### src/rtl/reorder_buffer.sv
`default_nettype none
// ============================================================================
// Module   : reorder_buffer
// Purpose  : Circular reorder buffer for an out-of-order core. Instructions
//            are allocated in program order at the tail, completed out of
//            order from the common data bus (cdb) or the load/store bus (ldb),
//            and retired in order from the head at most one per cycle.
//            A retired branch whose outcome differs from its prediction
//            raises a one-cycle flush that empties the buffer.
// Ports    : clk, rst (sync, active-high), en (global enable)
//            is_*      : issue request (type, dest reg, pc, prediction)
//            full_o    : no free entry; rf_qd_o : tag of the next issue
//            cdb_*     : completion with value, actual taken, branch target
//            ldb_*     : load/store completion with value
//            rf_*_o    : registered register-file commit pulse
//            lsb_*_o   : registered store commit pulse to the store buffer
//            rf_reqq*/rf_rdy* : operand lookup by tag (combinational)
//            br_flag_o, br_pc_o : registered flush request and redirect pc
// Revision : 1.0 - initial release
// ============================================================================
module reorder_buffer #(
    parameter int ROB_SIZE = 8,
    parameter int ROB_BIT  = 4,
    parameter int REG_BIT  = 5,
    parameter int DAT_W    = 32
) (
    input  logic                clk,
    input  logic                rst,
    input  logic                en,
    // issue
    input  logic                is_en_i,
    input  logic [1:0]          is_tp_i,
    input  logic [REG_BIT-1:0]  is_rd_i,
    input  logic [DAT_W-1:0]    is_pc_i,
    input  logic                is_pred_i,
    // allocation
    output logic                full_o,
    output logic [ROB_BIT-1:0]  rf_qd_o,
    // completion
    input  logic                cdb_en_i,
    input  logic [ROB_BIT-1:0]  cdb_q_i,
    input  logic [DAT_W-1:0]    cdb_v_i,
    input  logic                cdb_br_i,
    input  logic [DAT_W-1:0]    cdb_tgt_i,
    input  logic                ldb_en_i,
    input  logic [ROB_BIT-1:0]  ldb_q_i,
    input  logic [DAT_W-1:0]    ldb_v_i,
    // commit
    output logic                rf_en_o,
    output logic [REG_BIT-1:0]  rf_rd_o,
    output logic [ROB_BIT-1:0]  rf_q_o,
    output logic [DAT_W-1:0]    rf_v_o,
    output logic                lsb_commit_o,
    output logic [ROB_BIT-1:0]  lsb_commit_q_o,
    // operand query
    input  logic [ROB_BIT-1:0]  rf_reqqj_i,
    input  logic [ROB_BIT-1:0]  rf_reqqk_i,
    output logic                rf_rdyj_o,
    output logic                rf_rdyk_o,
    output logic [DAT_W-1:0]    rf_rdyvj_o,
    output logic [DAT_W-1:0]    rf_rdyvk_o,
    // flush
    output logic                br_flag_o,
    output logic [DAT_W-1:0]    br_pc_o
);

    localparam logic [1:0] c_tp_store  = 2'b10;
    localparam logic [1:0] c_tp_branch = 2'b11;

    // ------------------------------------------------------------------
    // State
    // ------------------------------------------------------------------
    logic [ROB_BIT-1:0]  r_head;
    logic [ROB_BIT-1:0]  r_tail;
    logic [ROB_BIT-1:0]  r_count;

    logic [ROB_SIZE-1:0] r_busy;
    logic [ROB_SIZE-1:0] r_ready;
    logic [ROB_SIZE-1:0] r_pred;
    logic [ROB_SIZE-1:0] r_taken;
    logic [1:0]          r_tp     [ROB_SIZE];
    logic [REG_BIT-1:0]  r_rd     [ROB_SIZE];
    logic [DAT_W-1:0]    r_pc     [ROB_SIZE];
    logic [DAT_W-1:0]    r_value  [ROB_SIZE];
    logic [DAT_W-1:0]    r_target [ROB_SIZE];

    // ------------------------------------------------------------------
    // Control
    // ------------------------------------------------------------------
    logic                w_full;
    logic                w_live;
    logic                w_issue;
    logic                w_commit;
    logic                w_mispredict;
    logic [ROB_BIT-1:0]  w_head_tag;
    logic [ROB_SIZE-1:0] w_issue_hit;
    logic [ROB_SIZE-1:0] w_commit_hit;
    logic [ROB_SIZE-1:0] w_cdb_hit;
    logic [ROB_SIZE-1:0] w_ldb_hit;

    logic                w_head_busy;
    logic                w_head_ready;
    logic [1:0]          w_head_tp;
    logic [REG_BIT-1:0]  w_head_rd;
    logic [DAT_W-1:0]    w_head_pc;
    logic                w_head_pred;
    logic [DAT_W-1:0]    w_head_value;
    logic                w_head_taken;
    logic [DAT_W-1:0]    w_head_target;

    function automatic logic [ROB_BIT-1:0] f_next(input logic [ROB_BIT-1:0] p);
        return (p == ROB_BIT'(ROB_SIZE - 1)) ? '0 : p + ROB_BIT'(1);
    endfunction

    assign w_full     = (r_count == ROB_BIT'(ROB_SIZE));
    assign full_o     = w_full;
    assign rf_qd_o    = r_tail + ROB_BIT'(1);
    assign w_head_tag = r_head + ROB_BIT'(1);

    // The flush cycle (br_flag_o high) belongs to wrong-path work: nothing
    // is issued, completed or committed while it is pending.
    assign w_live  = en && !br_flag_o;
    // Fullness is judged on the current count, so a same-cycle commit never
    // opens a slot for the issue.
    assign w_issue = w_live && is_en_i && !w_full;

    // Head entry fields, selected by comparison to keep index widths exact.
    always_comb begin
        w_head_busy   = 1'b0;
        w_head_ready  = 1'b0;
        w_head_tp     = '0;
        w_head_rd     = '0;
        w_head_pc     = '0;
        w_head_pred   = 1'b0;
        w_head_value  = '0;
        w_head_taken  = 1'b0;
        w_head_target = '0;
        for (int i = 0; i < ROB_SIZE; i++) begin
            if (r_head == ROB_BIT'(i)) begin
                w_head_busy   = r_busy[i];
                w_head_ready  = r_ready[i];
                w_head_tp     = r_tp[i];
                w_head_rd     = r_rd[i];
                w_head_pc     = r_pc[i];
                w_head_pred   = r_pred[i];
                w_head_value  = r_value[i];
                w_head_taken  = r_taken[i];
                w_head_target = r_target[i];
            end
        end
    end

    assign w_commit     = w_live && w_head_busy && w_head_ready;
    assign w_mispredict = (w_head_tp == c_tp_branch) && (w_head_taken != w_head_pred);

    // Per-entry event decode. A cdb hit shadows an ldb hit on the same tag;
    // completions addressed to idle entries are dropped.
    always_comb begin
        w_issue_hit  = '0;
        w_commit_hit = '0;
        w_cdb_hit    = '0;
        w_ldb_hit    = '0;
        for (int i = 0; i < ROB_SIZE; i++) begin
            w_issue_hit[i]  = w_issue  && (r_tail == ROB_BIT'(i));
            w_commit_hit[i] = w_commit && (r_head == ROB_BIT'(i));
            w_cdb_hit[i]    = w_live && cdb_en_i && r_busy[i] &&
                              (cdb_q_i == ROB_BIT'(i + 1));
            w_ldb_hit[i]    = w_live && ldb_en_i && r_busy[i] &&
                              (ldb_q_i == ROB_BIT'(i + 1)) && !w_cdb_hit[i];
        end
    end

    // ------------------------------------------------------------------
    // Pointers and occupancy
    // ------------------------------------------------------------------
    always_ff @(posedge clk) begin
        if (rst || br_flag_o) begin
            r_head  <= '0;
            r_tail  <= '0;
            r_count <= '0;
        end else begin
            if (w_issue) begin
                r_tail <= f_next(r_tail);
            end
            if (w_commit) begin
                r_head <= f_next(r_head);
            end
            unique case ({w_issue, w_commit})
                2'b10:   r_count <= r_count + ROB_BIT'(1);
                2'b01:   r_count <= r_count - ROB_BIT'(1);
                default: r_count <= r_count;
            endcase
        end
    end

    // ------------------------------------------------------------------
    // Entry status bits
    // ------------------------------------------------------------------
    always_ff @(posedge clk) begin
        if (rst || br_flag_o) begin
            r_busy  <= '0;
            r_ready <= '0;
        end else begin
            for (int i = 0; i < ROB_SIZE; i++) begin
                if (w_commit_hit[i]) begin
                    r_busy[i] <= 1'b0;
                end
                if (w_issue_hit[i]) begin
                    r_busy[i]  <= 1'b1;
                    r_ready[i] <= 1'b0;
                end else if (w_cdb_hit[i] || w_ldb_hit[i]) begin
                    r_ready[i] <= 1'b1;
                end
            end
        end
    end

    // ------------------------------------------------------------------
    // Entry payload. Result fields are cleared at issue so a branch that
    // completes on the ldb reads as not-taken rather than stale data.
    // ------------------------------------------------------------------
    always_ff @(posedge clk) begin
        for (int i = 0; i < ROB_SIZE; i++) begin
            if (w_issue_hit[i]) begin
                r_tp[i]     <= is_tp_i;
                r_rd[i]     <= is_rd_i;
                r_pc[i]     <= is_pc_i;
                r_pred[i]   <= is_pred_i;
                r_value[i]  <= '0;
                r_taken[i]  <= 1'b0;
                r_target[i] <= '0;
            end else if (w_cdb_hit[i]) begin
                r_value[i]  <= cdb_v_i;
                r_taken[i]  <= cdb_br_i;
                r_target[i] <= cdb_tgt_i;
            end else if (w_ldb_hit[i]) begin
                r_value[i]  <= ldb_v_i;
            end
        end
    end

    // ------------------------------------------------------------------
    // Commit and flush outputs: pulses carry data only while asserted.
    // ------------------------------------------------------------------
    always_ff @(posedge clk) begin
        if (rst) begin
            rf_en_o        <= 1'b0;
            rf_rd_o        <= '0;
            rf_q_o         <= '0;
            rf_v_o         <= '0;
            lsb_commit_o   <= 1'b0;
            lsb_commit_q_o <= '0;
            br_flag_o      <= 1'b0;
            br_pc_o        <= '0;
        end else begin
            rf_en_o        <= 1'b0;
            rf_rd_o        <= '0;
            rf_q_o         <= '0;
            rf_v_o         <= '0;
            lsb_commit_o   <= 1'b0;
            lsb_commit_q_o <= '0;
            br_flag_o      <= 1'b0;
            br_pc_o        <= '0;
            if (w_commit) begin
                if (w_head_tp == c_tp_store) begin
                    lsb_commit_o   <= 1'b1;
                    lsb_commit_q_o <= w_head_tag;
                end else begin
                    rf_en_o <= 1'b1;
                    rf_rd_o <= w_head_rd;
                    rf_q_o  <= w_head_tag;
                    rf_v_o  <= w_head_value;
                end
                if (w_mispredict) begin
                    br_flag_o <= 1'b1;
                    br_pc_o   <= w_head_taken ? w_head_target
                                              : w_head_pc + DAT_W'(4);
                end
            end
        end
    end

    // ------------------------------------------------------------------
    // Operand lookup; only values already stored are visible.
    // ------------------------------------------------------------------
    always_comb begin
        rf_rdyj_o  = 1'b0;
        rf_rdyk_o  = 1'b0;
        rf_rdyvj_o = '0;
        rf_rdyvk_o = '0;
        for (int i = 0; i < ROB_SIZE; i++) begin
            if ((rf_reqqj_i == ROB_BIT'(i + 1)) && r_busy[i] && r_ready[i]) begin
                rf_rdyj_o  = 1'b1;
                rf_rdyvj_o = r_value[i];
            end
            if ((rf_reqqk_i == ROB_BIT'(i + 1)) && r_busy[i] && r_ready[i]) begin
                rf_rdyk_o  = 1'b1;
                rf_rdyvk_o = r_value[i];
            end
        end
    end

endmodule
`default_nettype wire

### config.mk
export PLATFORM = sky130hd
export DESIGN_NAME = reorder_buffer
export DESIGN_NICKNAME = d
export VERILOG_FILES = /design/src/rtl/reorder_buffer.sv
export SDC_FILE = /design/constraint.sdc
export NUM_CORES = 1
export LEC_CHECK = 0
export BUFFER_PORTS_ARGS = -buffer_cell sky130_fd_sc_hd__buf_4
export CELL_PAD_IN_SITES_DETAIL_PLACEMENT = 1
export CELL_PAD_IN_SITES_GLOBAL_PLACEMENT = 2
export CORE_MARGIN = 4
export CORE_UTILIZATION = 38
export CTS_CLUSTER_SIZE = 30
export DETAILED_ROUTE_END_ITERATION = 8
export PLACE_DENSITY = 0.79
export SETUP_SLACK_MARGIN = 0.2
export SYNTH_ARGS = -nofsm -noshare
export SYNTH_HDL_FRONTEND = slang
export SYNTH_SLANG_ARGS = --single-unit
export TNS_END_PERCENT = 30
### constraint.sdc
create_clock -name clk -period 5.25 [get_ports clk]
set_clock_uncertainty 0.1 [all_clocks]
set_input_delay 0.525 -clock clk [delete_from_list [all_inputs] [get_ports clk]]
set_output_delay 0.525 -clock clk [all_outputs]
set_load 0.03 [all_outputs]
After elaboration in Yosys (flattened, before gate mapping):

Memory sizes are Yosys's and may differ from the RTL's.
Index checks and enable logic that the tools add are counted.

* memory bits (writable): 824
* input bits: 159
* word-level logic and storage cells: 577
* register bits after elaboration: 124
* memories: 5
* output and inout bits: 151

Memories
* r_pc: depth 8, bits a word 32, rd ports 8, clocked after Yosys merged registers in 0, write ports 1, line 83 `logic [DAT_W-1:0] r_pc [ROB_SIZE];`
* r_target: depth 8, bits a word 32, rd ports 8, clocked after Yosys merged registers in 0, write ports 8, line 85 `logic [DAT_W-1:0] r_target [ROB_SIZE];`
* r_value: depth 8, bits a word 32, rd ports 8, clocked after Yosys merged registers in 0, write ports 8, line 84 `logic [DAT_W-1:0] r_value [ROB_SIZE];`
* r_rd: depth 8, bits a word 5, rd ports 8, clocked after Yosys merged registers in 0, write ports 1, line 82 `logic [REG_BIT-1:0] r_rd [ROB_SIZE];`
* r_tp: depth 8, bits a word 2, rd ports 8, clocked after Yosys merged registers in 0, write ports 1, line 81 `logic [1:0] r_tp [ROB_SIZE];`

* equal/unequal tests: 52
* multiplexer cells: 286
* bitwise logic cells: 27
* $add $sub $neg: 5
* reductions and logical operators: 159

Operators with widths (number)
* $mux W32: 72
* $reduce_or A32 Y1: 7
* $mux W1: 160
* $eq A4 B3 Y1 const B: 24
* $logic_and A1 B1 Y1: 96
* $mux W5: 15
* $mux W3: 21
* $eq A4 B2 Y1 const B: 12
* $reduce_or A5 Y1: 7
* $add A32 B3 Y32 const B: 1
* $reduce_or A2 Y1: 16
* $mux W2: 15
* $eq A4 B1 Y1 const B: 6
* $or A1 B1 Y1: 24
* $eq A4 B4 Y1 const B: 5
* $reduce_bool A2 Y1: 9
* $add A4 B1 Y4 const B: 3
* $logic_not A1 Y1: 10
* $logic_or A1 B1 Y1: 9
* $reduce_or A3 Y1: 3
* $logic_not A4 Y1: 2
* $mux W4: 2
* $pmux W4 S2: 1
* $eq A2 B2 Y1 const B: 3
* 4 further kinds: 6

Logic depth before layout (Yosys ltp):

* depth after elaboration: 15
* gate-level depth with buffers: 19
* gate-level depth less buffers: 16

Worst setup path before layout:

OpenSTA, ideal clock, no wires.

* kind: input to register
* from: input en
* to: memory r_value[7][4], in the netlist r_value[1][100] (enable)
* arrival time: 4727 ps
* setup time: 394 ps
* buffers on the path: 1
* required time: 4756 ps
* stages on the path: 6
* path slack: 29 ps
* cell sequence: nor2b_1 > and3_1 > clkbuf_1 > inv_1 > o21ai_0 > nand2b_1

RTL lines
* from (decl): line 29 `input logic en,`
* to (decl): line 84

Final worst setup path:

* from: register r_head[0]
* to: register br_pc_o[29]

* cells in the longest elaborated chain, start to end: 13
* elaborated cells between the ends (all ways): 74
* classes of those cells: add/sub (1); eq/ne (9); mux (57); bitwise (2); reduce/logical (5)

RTL lines
* from (decl): line 73 `logic [ROB_BIT-1:0] r_head;`
* from (signal assigned): line 186 `r_head <= f_next(r_head);`
* branches (longest 13 deep; another with $add A32 B3 Y32)
* to (signal assigned): line 276 `br_pc_o <= w_head_taken ? w_head_target`
* to (decl): line 64 `output logic [DAT_W-1:0] br_pc_o`

Several ways; the timed one is not identified.
A chain may end at the register's enable or synchronous reset.

==> tab_implementation.tex <==
\begin{tabular}{lr}
\hline
Metric & Value \\
\hline
\multicolumn{2}{l}{\textbf{Route}} \\
Met3 routed WL & 17100 um \\
DRC violation count after routing & 0 \\
Final antenna-violating net count & 0 \\
Vias & 34215 \\
Uppermost signal routing layer after detailed routing & met5 \\
Iter 0 DRT Violations & $\sim$4400 \\
Wire length reported by the detailed router & 172000 um \\
Routed length on met1 & roughly 70000 um \\
Routed WL per cell & between 30 and 40 um \\
Drt first pass iters & 7 \\
Vias per std cell & $\sim$6.4 \\
Metal2 WL & about 79000 um \\
\multicolumn{2}{l}{\textbf{Floorplanning}} \\
Std-Cell Rows & $\sim$120 \\
Chip Width & between 300 and 400 um \\
I/O pin cnt & just over 300 \\
Initial core utilization & 38.3\% \\
Die Y & approximately 340 um \\
Core Region & $\sim$0.11 sq mm \\
Die Area & roughly 0.12 sq mm \\
\multicolumn{2}{l}{\textbf{CTS}} \\
CTS Sinks & about 950 \\
Root buffer cell & sky130\_fd\_sc\_hd\_\_clkbuf\_16 \\
Clock transition at the registers of the reported paths & approximately 0.060 ns \\
CTS tree & built \\
Worst-skew pair later-pin latency & between 0.6 and 0.7 ns \\
H-Tree Depth & 3 \\
Max clock buf depth & 3 \\
Inserted Clock Buffers & slightly above 100 \\
\multicolumn{2}{l}{\textbf{Critical path}} \\
Logic depth of the worst register-to-register path & 11 \\
Critical path fanouts, max & 16 \\
Kind of start point of the critical path & flop \\
Worst reg2reg path startpoint & r\_head[0]\$\_SDFFE\_PP0N\_ \\
CP max stage delay & 0.83 ns \\
Reg2Reg Setup Slack & between 0.4 and 0.5 ns \\
WP buf/inv & 2 \\
Reg2Reg Capture Point & br\_pc\_o[29]\$\_SDFF\_PP0\_ \\
Worst Setup Path Type & reg2reg \\
Critical-path top delay cell & sky130\_fd\_sc\_hd\_\_o221ai\_1 \\
Data arrival time of the critical path & 5.21 ns \\
Req. time, crit path & 5.70 ns \\
CP cell instances & ha\_1 -> nand2b\_1 -> buf\_4 -> buf\_4 -> o221ai\_1 -> o221ai\_1 -> nand4\_1 -> or4\_1 -> or4b\_1 -> nand3\_1 -> a21oi\_1 \\
Category of the worst setup path capture point & flop \\
Family with the most delay on the worst path & simple AND/OR/NAND/NOR gates \\
\multicolumn{2}{l}{\textbf{Min path}} \\
Startpoint of the tightest hold check path & cdb\_tgt\_i[16] \\
Hold-critical path endpoint & r\_target[1][48]\$\_SDFFCE\_PN0P\_ \\
Cell depth of the worst hold path & 2 \\
Class of the tightest hold or removal check & in2reg \\
\multicolumn{2}{l}{\textbf{Synthesis}} \\
Cell types occupying the most area after synthesis & sky130\_fd\_sc\_hd\_\_edfxtp\_1 (58\%), sky130\_fd\_sc\_hd\_\_a22o\_1 (5.9\%), sky130\_fd\_sc\_hd\_\_dfxtp\_1 (5.4\%), sky130\_fd\_sc\_hd\_\_a221oi\_1 (3.8\%), sky130\_fd\_sc\_hd\_\_and2\_1 (3.7\%) \\
Number of enable flip-flop cells after synthesis & $\sim$830 \\
Register area share after synthesis & 63.3\% \\
Library cells used by synthesis & between 60 and 70 \\
Fraction of the mapped netlist area in compound gates & 20.8\% \\
Syn\_area\_per\_cell & approximately 12 sq um \\
Yosys warnings & 0 \\
Dominant synthesized flop cell & sky130\_fd\_sc\_hd\_\_edfxtp\_1 \\
Dominant cell by count in the synthesized netlist & sky130\_fd\_sc\_hd\_\_edfxtp\_1 \\
Top cell type's share of synthesized area & about 58\% \\
Largest area contributor in the netlist & sky130\_fd\_sc\_hd\_\_edfxtp\_1 \\
Post-synthesis async set-or-reset flop share & 0\% \\
Fraction of the mapped netlist area in adder cells & less than 1\% \\
Cells after Synth & around 3500 \\
Number of synthesized register bits & between 900 and 1000 \\
Combinational family with the most area after synthesis & compound AO/OA/AOI/OAI gates \\
Most frequent cells after synthesis & sky130\_fd\_sc\_hd\_\_edfxtp\_1 (832), sky130\_fd\_sc\_hd\_\_a22o\_1 (289), sky130\_fd\_sc\_hd\_\_and2\_1 (257), sky130\_fd\_sc\_hd\_\_nor2\_1 (248), sky130\_fd\_sc\_hd\_\_clkbuf\_1 (240) \\
Post-synthesis mux area share & 0.209\% \\
Nets in the synthesized netlist & 3666 \\
Post-synthesis simple-gate area fraction & 11.2\% \\
Post-synthesis instance area & about 0.043 sq mm \\
Xor/xnor cell area share of the yosys netlist & less than 1\% \\
\multicolumn{2}{l}{\textbf{GRT}} \\
GRT Overall Usage & between 20 and 30\% \\
Global-route wire length before repair & between 200000 and 250000 um \\
Vias in the first global route & roughly 34000 \\
Largest net degree at the start of global routing & between 70 and 80 \\
Overflow after GRT & 0 \\
Antenna violations before repair & 29 \\
\multicolumn{2}{l}{\textbf{Timing}} \\
Final min period & 4.76 ns \\
Setup violators final & 0 \\
Final Max Tran Viols & 0 \\
Hold Fails Final Rpt & 0 \\
Tightest Pin Transition & 1.12 ns \\
Relative max-transition margin & between 20\% and 30\% \\
Setup TNS after final layout & 0 ns \\
RSZ-0062 raised after global routing & false \\
Final period utilization & roughly nine tenths \\
Max frequency & 210 MHz \\
\multicolumn{2}{l}{\textbf{Pwr}} \\
Power density over the cells & 318 mW/mm\^{}2 \\
Peak ir drop on the vdd network & roughly 250 uV \\
Leakage dissipation & 0.0185 uW \\
\multicolumn{2}{l}{\textbf{Placed design}} \\
Estimated wirelength of the detail-placed design & 102000 um \\
Instance area after placement & 0.0473 sq mm \\
IO Port Bufs & 309 \\
Routability congestion estimate & 0.847 \\
\multicolumn{2}{l}{\textbf{Finish}} \\
Final net count & between 3000 and 4000 \\
Count of fill cells added during filler insertion & approximately 12000 \\
Post-route design area & between 0.05 and 0.06 sq mm \\
Area growth from synthesis to final layout & 19.1\% \\
Fraction of final layout cells with drive strength greater than 1 & 18.0\% \\
\multicolumn{2}{l}{\textbf{Run status}} \\
Outcome & finished clean \\
\multicolumn{2}{l}{\textbf{Run}} \\
Count of max-cap constraint violations & 0 \\
\hline
\end{tabular}
-- registers in the layout, indices dropped and copies added, names as in the netlist, 5 cells and up --
register	count
br_pc_o	32
r_busy	8
r_pc	256
r_pred	8
r_rd	40
r_ready	8
r_taken	8
r_target	256
r_tp	16
r_value	256
rf_rd_o	5
rf_v_o	32
-- timing repair --
action                     in CTS  in global routing
hold endpoints to repair      314                  0
setup endpoints to repair       0                  2
gates resized for setup         0                  0
buffers inserted                0                  3
hold buffers                   40                  0
-- cell type report --
class | instances | area [sq um] | area share (%)
Timing Repair Buffer | 476 | 3790 | 7.38
Multi-Input combinational cell | 2165 | 14700 | 28.6
Clock inverter | 61 | 723 | 1.41
Antenna cell | 24 | 60.1 | 0.117
Clock buffer | 132 | 2770 | 5.39
Tap cell | 1500 | 1880 | 3.66
Sequential cell | 948 | 27300 | 53.2
Inverter | 28 | 105 | 0.205
-- stage by stage --
step	hold slack [ns]	setup WS (ns)	std cells	utilization [%]	power (uW)
global route	0.0577	0.208	5325	45.6	16800
global placement	0.368	0.688	5074	42.1	8860
detailed placement	0.374	0.528	5074	42.1	8870
floorplan	0.353	0.720	3495	-	8610
CTS	0.0288	0.497	5307	45.5	16400
finish	0.0706	0.491	5334	45.6	16300
-- logic make-up (layout without fill, tap and decap cells) --
group	after synthesis	in the layout
multiplexers	9	9
adder cells (fa/ha/maj)	12	12
XOR/XNOR	32	32
AO/OA/AOI/OAI	1164	1164
other	0	24
flip-flops	948	948
AND/OR/NAND/NOR	948	948
buffers and inverters	382	697
-- worst max-delay path by stage --
stage | startpoint | to | slack (ns) | depth (start not counted)
2_1_floorplan | en | r_value[1][100]$_DFFE_PP_ | 0.72 | 8
5_1_grt | r_head[0]$_SDFFE_PP0N_ | br_pc_o[29]$_SDFF_PP0_ | 0.21 | 11
3_5_place_dp | r_head[0]$_SDFFE_PP0N_ | br_pc_o[29]$_SDFF_PP0_ | 0.53 | 12
6_report | r_head[0]$_SDFFE_PP0N_ | br_pc_o[29]$_SDFF_PP0_ | 0.49 | 11
3_3_place_gp | r_head[0]$_SDFFE_PP0N_ | br_pc_o[29]$_SDFF_PP0_ | 0.69 | 12
4_1_cts | r_head[0]$_SDFFE_PP0N_ | br_pc_o[29]$_SDFF_PP0_ | 0.50 | 12
-- layer usage --
| layer | track usage, % | vias up |
|---|---|---|
| met3 | 5.58 | 388 |
| met4 | 12.0 | 12 |
| met2 | 44.2 | 1953 |
| met5 | 0 | - |
| met1 | 38.2 | 17517 |
| li1 | - | 14345 |
-- placed cells by master, fill, tap and decap left out, types with 17 or more instances in the layout --
cell type	n
sky130_fd_sc_hd__clkbuf_16	104
sky130_fd_sc_hd__dfxtp_1	116
sky130_fd_sc_hd__nor2_1	226
sky130_fd_sc_hd__a22oi_1	209
sky130_fd_sc_hd__buf_4	427
sky130_fd_sc_hd__nor3_1	124
sky130_fd_sc_hd__and2_1	257
sky130_fd_sc_hd__a211oi_1	91
sky130_fd_sc_hd__diode_2	24
sky130_fd_sc_hd__a21oi_1	116
sky130_fd_sc_hd__clkbuf_1	22
sky130_fd_sc_hd__nand3_1	66
sky130_fd_sc_hd__o21ai_0	92
sky130_fd_sc_hd__o22ai_1	28
sky130_fd_sc_hd__a221oi_1	189
sky130_fd_sc_hd__nand2_1	107
sky130_fd_sc_hd__nor2_4	21
sky130_fd_sc_hd__nand4_1	42
sky130_fd_sc_hd__a22o_1	289
sky130_fd_sc_hd__clkinv_2	24
sky130_fd_sc_hd__inv_1	21
sky130_fd_sc_hd__o221ai_1	31
sky130_fd_sc_hd__edfxtp_1	832
sky130_fd_sc_hd__a221o_1	21
sky130_fd_sc_hd__a31oi_1	17
sky130_fd_sc_hd__dlygate4sd3_1	40
-- power by group --
part	internal [uW]	total, uW	leakage, uW	switching [uW]
registers	8200	8230	0.00904	31.9
logic	198	517	0.00774	319
clock network	4430	7570	0.00172	3150
Power figures use the tool's default switching activity.
